`src/rtl/rv64_pkg.sv`:
```
// Shared definitions for the RV64 pipeline front end.
//   NOP_INST      : canonical NOP (addi x0, x0, 0) used to fill an empty IF/ID
//   RESET_VECTOR  : default PC loaded on reset
//   S_REQ/S_WAIT/S_BUF : instruction-fetch FSM encoding
//   fetch_entry_t : {instruction, pc} pair carried between fetch and decode
package rv64_pkg;

    localparam logic [31:0] NOP_INST     = 32'h0000_0013;
    localparam logic [63:0] RESET_VECTOR = 64'h8000_0000;

    localparam logic [1:0] S_REQ  = 2'd0;
    localparam logic [1:0] S_WAIT = 2'd1;
    localparam logic [1:0] S_BUF  = 2'd2;

    typedef struct packed {
        logic [31:0] inst;
        logic [63:0] pc;
    } fetch_entry_t;

endpackage

```
`src/rtl/ifu_resp_buf.sv`:
```
// One-entry holding buffer for a fetch response that arrived while decode was
// held. Priority: clear > load > unload.
//   clk, rst   : clock, synchronous active-high reset
//   load_i     : capture entry_i, buffer becomes full
//   unload_i   : release the entry, buffer becomes empty
//   clear_i    : drop the entry
//   entry_i    : {inst, pc} to capture
//   full_o     : buffer holds an entry
//   entry_o    : stored {inst, pc}
module ifu_resp_buf
    import rv64_pkg::*;
(
    input  logic         clk,
    input  logic         rst,
    input  logic         load_i,
    input  logic         unload_i,
    input  logic         clear_i,
    input  fetch_entry_t entry_i,
    output logic         full_o,
    output fetch_entry_t entry_o
);

    logic         full_q, full_d;
    fetch_entry_t entry_q, entry_d;

    always_comb begin
        full_d  = full_q;
        entry_d = entry_q;
        if (clear_i) begin
            full_d = 1'b0;
        end else if (load_i) begin
            full_d  = 1'b1;
            entry_d = entry_i;
        end else if (unload_i) begin
            full_d = 1'b0;
        end
    end

    always_ff @(posedge clk) begin
        if (rst) begin
            full_q  <= 1'b0;
            entry_q <= '0;
        end else begin
            full_q  <= full_d;
            entry_q <= entry_d;
        end
    end

    assign full_o  = full_q;
    assign entry_o = entry_q;

endmodule

```
`src/rtl/ifu_fetch.sv`:
```
// Instruction-fetch unit: owns the PC, issues one outstanding fetch at a time,
// honours redirect (jump) and hold from the control block, and drives the
// IF/ID register toward decode.
//   RESET_PC                     : PC loaded on reset
//   clk, rst                     : clock, synchronous active-high reset
//   jump_en_i, jump_addr_i       : redirect pulse and target (bits [1:0] ignored)
//   hold_flag_i                  : flush IF/ID and stall fetch while high
//   ifetch_req_o, ifetch_addr_o  : fetch request and address (= PC)
//   ifetch_gnt_i                 : request accepted this cycle
//   ifetch_rvalid_i, ifetch_rdata_i : response for the granted request
//   inst_o, inst_addr_o, inst_valid_o : IF/ID register toward decode
// Optional macro IFU_PERF_CNT_EN adds perf_fetch_cnt_o (delivered
// instructions) and perf_flush_cnt_o (dropped responses plus buffer clears).
//
// Handshake: a request transfers in a cycle where ifetch_req_o and
// ifetch_gnt_i are both high; exactly one ifetch_rvalid_i follows, at least
// one cycle later, and no new request is raised until it has been consumed.
module ifu_fetch
    import rv64_pkg::*;
#(
    parameter logic [63:0] RESET_PC = RESET_VECTOR
) (
    input  logic        clk,
    input  logic        rst,
    input  logic        jump_en_i,
    input  logic [63:0] jump_addr_i,
    input  logic        hold_flag_i,
    output logic        ifetch_req_o,
    output logic [63:0] ifetch_addr_o,
    input  logic        ifetch_gnt_i,
    input  logic        ifetch_rvalid_i,
    input  logic [31:0] ifetch_rdata_i,
    output logic [31:0] inst_o,
    output logic [63:0] inst_addr_o,
    output logic        inst_valid_o
`ifdef IFU_PERF_CNT_EN
    ,
    output logic [63:0] perf_fetch_cnt_o,
    output logic [63:0] perf_flush_cnt_o
`endif
);

    logic [1:0]   state_q, state_d;
    logic [63:0]  pc_q, pc_d;
    logic [63:0]  pend_pc_q, pend_pc_d;
    logic         discard_q, discard_d;
    logic [31:0]  inst_q, inst_d;
    logic [63:0]  inst_addr_q, inst_addr_d;
    logic         inst_valid_q, inst_valid_d;

    logic         grant;
    logic         buf_load, buf_unload, buf_clear, buf_full;
    fetch_entry_t buf_in, buf_out;

    assign ifetch_req_o  = (state_q == S_REQ) && !hold_flag_i;
    assign ifetch_addr_o = pc_q;
    assign grant         = ifetch_req_o && ifetch_gnt_i;
    assign buf_in        = {ifetch_rdata_i, pend_pc_q};
    assign buf_clear     = jump_en_i && buf_full;

    always_comb begin
        state_d      = state_q;
        pc_d         = pc_q;
        pend_pc_d    = pend_pc_q;
        discard_d    = discard_q;
        inst_d       = NOP_INST;
        inst_addr_d  = inst_addr_q;
        inst_valid_d = 1'b0;
        buf_load     = 1'b0;
        buf_unload   = 1'b0;

        if (jump_en_i) begin
            pc_d = jump_addr_i & ~64'h3;
            case (state_q)
                S_REQ: begin
                    // The old-PC request was accepted anyway; its response must be eaten.
                    if (grant) begin
                        discard_d = 1'b1;
                        state_d   = S_WAIT;
                    end
                end
                S_WAIT: begin
                    if (ifetch_rvalid_i) begin
                        // Response is here now, so nothing is left to discard.
                        discard_d = 1'b0;
                        state_d   = S_REQ;
                    end else begin
                        discard_d = 1'b1;
                    end
                end
                default: state_d = S_REQ;
            endcase
        end else begin
            case (state_q)
                S_REQ: begin
                    if (grant) begin
                        pend_pc_d = pc_q;
                        state_d   = S_WAIT;
                    end
                end
                S_WAIT: begin
                    if (ifetch_rvalid_i) begin
                        if (discard_q) begin
                            discard_d = 1'b0;
                            state_d   = S_REQ;
                        end else if (hold_flag_i) begin
                            buf_load = 1'b1;
                            state_d  = S_BUF;
                        end else begin
                            inst_d       = ifetch_rdata_i;
                            inst_addr_d  = pend_pc_q;
                            inst_valid_d = 1'b1;
                            pc_d         = pc_q + 64'd4;
                            state_d      = S_REQ;
                        end
                    end
                end
                S_BUF: begin
                    if (!hold_flag_i) begin
                        buf_unload   = 1'b1;
                        inst_d       = buf_out.inst;
                        inst_addr_d  = buf_out.pc;
                        inst_valid_d = 1'b1;
                        pc_d         = pc_q + 64'd4;
                        state_d      = S_REQ;
                    end
                end
                default: state_d = S_REQ;
            endcase
        end
    end

    always_ff @(posedge clk) begin
        if (rst) begin
            state_q      <= S_REQ;
            pc_q         <= RESET_PC;
            pend_pc_q    <= '0;
            discard_q    <= 1'b0;
            inst_q       <= NOP_INST;
            inst_addr_q  <= '0;
            inst_valid_q <= 1'b0;
        end else begin
            state_q      <= state_d;
            pc_q         <= pc_d;
            pend_pc_q    <= pend_pc_d;
            discard_q    <= discard_d;
            inst_q       <= inst_d;
            inst_addr_q  <= inst_addr_d;
            inst_valid_q <= inst_valid_d;
        end
    end

    ifu_resp_buf u_resp_buf (
        .clk      (clk),
        .rst      (rst),
        .load_i   (buf_load),
        .unload_i (buf_unload),
        .clear_i  (buf_clear),
        .entry_i  (buf_in),
        .full_o   (buf_full),
        .entry_o  (buf_out)
    );

    assign inst_o       = inst_q;
    assign inst_addr_o  = inst_addr_q;
    assign inst_valid_o = inst_valid_q;

`ifdef IFU_PERF_CNT_EN
    logic [63:0] perf_fetch_cnt_q, perf_fetch_cnt_d;
    logic [63:0] perf_flush_cnt_q, perf_flush_cnt_d;
    logic        resp_dropped;

    // A response is thrown away when it was already marked stale or a jump lands with it.
    assign resp_dropped = (state_q == S_WAIT) && ifetch_rvalid_i && (discard_q || jump_en_i);

    always_comb begin
        perf_fetch_cnt_d = perf_fetch_cnt_q + 64'(inst_valid_d);
        perf_flush_cnt_d = perf_flush_cnt_q + 64'(resp_dropped) + 64'(buf_clear);
    end

    always_ff @(posedge clk) begin
        if (rst) begin
            perf_fetch_cnt_q <= '0;
            perf_flush_cnt_q <= '0;
        end else begin
            perf_fetch_cnt_q <= perf_fetch_cnt_d;
            perf_flush_cnt_q <= perf_flush_cnt_d;
        end
    end

    assign perf_fetch_cnt_o = perf_fetch_cnt_q;
    assign perf_flush_cnt_o = perf_flush_cnt_q;
`endif

`ifndef SYNTHESIS
    // Responses outside S_WAIT are ignored by the FSM; flag them in simulation.
    rvalid_only_in_wait: assert property (@(posedge clk) disable iff (rst)
        ifetch_rvalid_i |-> (state_q == S_WAIT));
`endif

endmodule

```
`config.mk`:
```
export PLATFORM = sky130hd
export DESIGN_NAME = ifu_fetch
export DESIGN_NICKNAME = d
export VERILOG_FILES = /design/src/rtl/rv64_pkg.sv /design/src/rtl/ifu_resp_buf.sv /design/src/rtl/ifu_fetch.sv
export SDC_FILE = /design/constraint.sdc
export NUM_CORES = 1
export LEC_CHECK = 0
export CAP_MARGIN = 20
export CORE_MARGIN = 8
export CORE_UTILIZATION = 47
export DETAILED_ROUTE_END_ITERATION = 8
export GPL_TIMING_DRIVEN = 0
export PLACE_DENSITY = 0.84
export SYNTH_ARGS = -nofsm -noshare
export SYNTH_HDL_FRONTEND = slang
export SYNTH_SLANG_ARGS = --single-unit
```
`constraint.sdc`:
```
create_clock -name clk -period 2.3 [get_ports clk]
set_input_delay 0.46 -clock clk [delete_from_list [all_inputs] [get_ports clk]]
set_output_delay 0.46 -clock clk [all_outputs]
set_load 0.05 [all_outputs]
```
==> summary.md <==
| Metric | Value |
|---|---|
| Via/cell ratio | `~5.8` |
| Cells after Synth | `1579` |
| Sw frac | `26.9%` |
| First-pass DRT Iterations | `6` |
| DIE AREA | `33400 sq um` |
| Clock skew | `14.1 ps` |
| Final GP Congestion | `between 0.9 and 1` |
| CP arrival | `roughly 2900 ps` |
| Initial antenna violation count | `5` |
| Setup-failing EPs final | `22` |
| Remaining antenna violation count after routing | `0` |
| Syn_area_per_cell | `8.27 sq um` |
| Crit path capture type | `flip-flop` |
| Switching power | `3540 uW` |
| Initial drt markers | `1318` |
| Cell Int Power | `9650 uW` |
| Leading area contributor after synthesis | `dfxtp_1` |
| Longest Clk Path Bufs | `3` |
| Routed WL | `46500 um` |
| Worst-Margin Slew | `892 ps` |
| Die width | `~180 um` |
| Yosys reg bits | `316` |
| Clock sink total | `316` |
| RSZ-0062 raised after global routing | `yes` |
| Cell repeated most along the worst path | `buf_6` |
| WHS Endpoint | `u_resp_buf.entry_o[77]$_SDFFE_PP0P_` |
| Primary FF master, synth | `dfxtp_1` |
| Max incr delay on CP | `between 400 and 500 ps` |
| Syn. warnings | `0` |
| WL met3 | `4740 um` |
| Post-synthesis cell type count | `56` |
| Commonest cells in the netlist | `nand2_1, dfxtp_1, a21oi_1, nor2_1, clkbuf_1` |
| Slowest-stage cell, CP | `or3b_4` |
| Status | `finished with violations` |
| Share of post-route cells with drive strength above 1 | `13.4%` |
| Number of flops mapped to enable cells by yosys | `0` |
| Final Hold Violating Endpoints | `0` |
| Leakage power | `0.00605 uW` |
| R2R Path Start | `state_q[1]$_SDFFE_PP0P_` |
| R2r setup slk | `-170 ps` |
| Inserted Clock Buffers | `34` |
| Via Count | `13458` |
| Cell Rows | `61` |
| Fin crit period | `2470 ps` |
| Largest net degree at the start of global routing | `15` |
| Clock group share of total power | `42.3%` |
| Final WS setup | `-172 ps` |
| Async SR Flop Fraction | `0%` |
| Crit path max-delay family | `simple AND/OR/NAND/NOR gates` |
| HP Start | `u_resp_buf.entry_o[77]$_SDFFE_PP0P_` |
| Comb pwr share | `13.2%` |
| Setup TNS | `-2370 ps` |
| Met2 routed WL | `around 22000 um` |
| Slew margin rel. | `between 40 and 50%` |
| Nets@finish | `between 2000 and 2500` |
| Sequential share of power | `44.5%` |
| Worst reg2reg endpoint | `ifetch_addr_o[45]$_SDFFE_PP0P_` |
| DR DRC count | `0` |
| R2R depth | `10` |
| Worst min path class | `reg2reg` |
| Peak supply drop | `between 0.4 and 0.5 mV` |
| Worst hold path depth | `2` |
| Number of buffers and inverters on the critical path | `4` |
| Initial core utilization | `47.4%` |
| Required time of the critical path | `around 2700 ps` |
| Insertion delay to the later sink of the worst-skew pair | `500 ps` |
| H-tree levels | `2` |
| Most area-consuming cells after synthesis | `dfxtp_1, nand2_1, a21oi_1` |
| Vias in the first global route | `12924` |
| Clock root buffer | `clkbuf_16` |
| Fmax | `approximately 0.40 GHz` |
| Seq/Total Area, Yosys | `48.4%` |
| Area growth from synthesis to layout | `39.5%` |
| CTS tree | `yes` |
| Reg clk slew, reported paths | `60 ps` |
| Design area | `approximately 18000 sq um` |
| Startpoint types | `flip-flop` |
| Highest routed layer | `met5` |
| PwrDens | `724 nW/um^2` |
| WL met1 | `17800 um` |
| Post-DP Area | `16300 sq um` |
| Crit path cell chain | `inv_2 -> ha_4 -> or3b_4 -> a211oi_4 -> buf_6 -> nand4_1 -> buf_6 -> buf_8 -> or3_4 -> a311oi_2` |
| Failing checks | `setup timing` |
| CP Class | `reg2reg` |
| Hpwl dp | `32900 um` |
| Share of the synthesized area in the top cell type | `48.4%` |
| Core area | `27600 sq um` |
| Final period util | `107%` |
| Post-Syn Area | `13100 sq um` |
| Gr usage total | `26.2%` |
| First-pass GRT wire length | `between 70000 and 80000 um` |
| Worst-path maximum fanout | `7` |
| Routed WL per cell | `20.0 um` |
| Max-slew violations | `0` |
| IO Pins | `roughly 260` |
| IO Port Bufs | `256` |
| Die Y | `183 um` |
| Max Cap Viol | `0` |
| Total grt overflow | `0` |
| Most frequent cell after synthesis | `nand2_1` |
cells by family (layout without fill, tap and decap cells):
kind of cell    count (synthesis)  count (layout)  synth area share [%]
xor+xnor                       29              29                  1.94
buf+inv                       139             501                  4.37
simple gates                  658             658                  22.0
flops                         316             316                  48.4
other cells                     1               8                0.0287
mux                            66              66                  5.09
fa+ha+maj                       4               4                 0.383
compound gates                366             366                  17.7
how the worst max path moves through the flow:
stage | from | end | cells after the start
after floorplan | ifetch_addr_o[3]$_SDFFE_PP0P_ | ifetch_addr_o[54]$_SDFFE_PP0P_ | 6
after global routing | state_q[0]$_SDFFE_PP0P_ | ifetch_addr_o[61]$_SDFFE_PP0P_ | 10
after global placement | jump_en_i | inst_addr_o[62]$_SDFFE_PP0P_ | 8
final | state_q[1]$_SDFFE_PP0P_ | ifetch_addr_o[45]$_SDFFE_PP0P_ | 10
after CTS | ifetch_addr_o[5]$_SDFFE_PP0P_ | ifetch_addr_o[60]$_SDFFE_PP0P_ | 5
after detailed placement | jump_en_i | inst_addr_o[51]$_SDFFE_PP0P_ | 8
area by class of cell:
class | count | area (sq um)
multi-input combinational | 1127 | 6570
fill | 2192 | 9330
clock inverter | 11 | 166
tap | 378 | 473
antenna | 4 | 10.0
clock buffer | 46 | 957
sequential | 316 | 6420
buffer | 122 | 599
inverter | 13 | 51.3
timing repair buffer | 309 | 2980
metal layers:
metal	global-route usage, %	up-vias
met1	31.2	6367
met2	44.2	735
met5	0	-
li1	-	6200
met3	6.84	154
met4	11.0	2
cells in the final DEF (no fill, tap or decap), types with 24 or more instances in the layout:
cell	instances
mux2i_1	65
a21oi_1	168
clkbuf_16	35
clkdlybuf4s50_1	237
clkbuf_1	78
clkbuf_2	24
nor2_1	158
nand3_1	24
a22oi_1	29
buf_4	54
nand2_1	349
a211oi_1	85
dfxtp_1	270
dfxtp_2	31
worst reg2reg max path, delay by kind of cell (launching register included):
family | cells | cell delay (ps)
and+or+nand+nor | 3 | 840
AOI/OAI and AO/OA | 2 | 480
DFF | 1 | 360
adders and majority gates | 1 | 170
buffers and inverters | 4 | 550
power by group through the flow:
stage	Sequential [uW]	Combinational, uW	Clock (uW)
floorplan	6400	515	0
global placement	5970	1650	0
detailed placement	5980	1680	0
CTS	5860	1710	5610
global route	5890	1830	5850
finish	5870	1740	5570
what timing repair did:
action | CTS | global route
buffers inserted | 31 | 22
setup endpoints to repair | 242 | 240
cloned | 0 | 1
hold buffers | 0 | 0
pin swaps | 22 | 35
resized for setup | 67 | 87
through the flow:
step           worst slack (ps)  hold WS, ps  total power (uW)  util, %  instances
2_1_floorplan             -54.1          433              6920        -       1582
3_3_place_gp              -1590          440              7630     59.3       2216
3_5_place_dp              -1580          447              7660     59.3       2216
4_1_cts                    -224          426             13200     64.7       2301
5_1_grt                    -247          471             13600     66.1       2325
6_report                   -172          456             13200     66.1       2326
registers in the layout, summed over array words and instances (netlist names):
| register | flops |
|---|---|
| u_resp_buf.entry_o | 94 |
| ifetch_addr_o | 62 |
| inst_addr_o | 62 |
| pend_pc_q | 62 |
| inst_o | 32 |
| state_q | 2 |
| discard_q | 1 |
| inst_valid_o | 1 |
No activity file was read; power rests on OpenSTA's default activity.
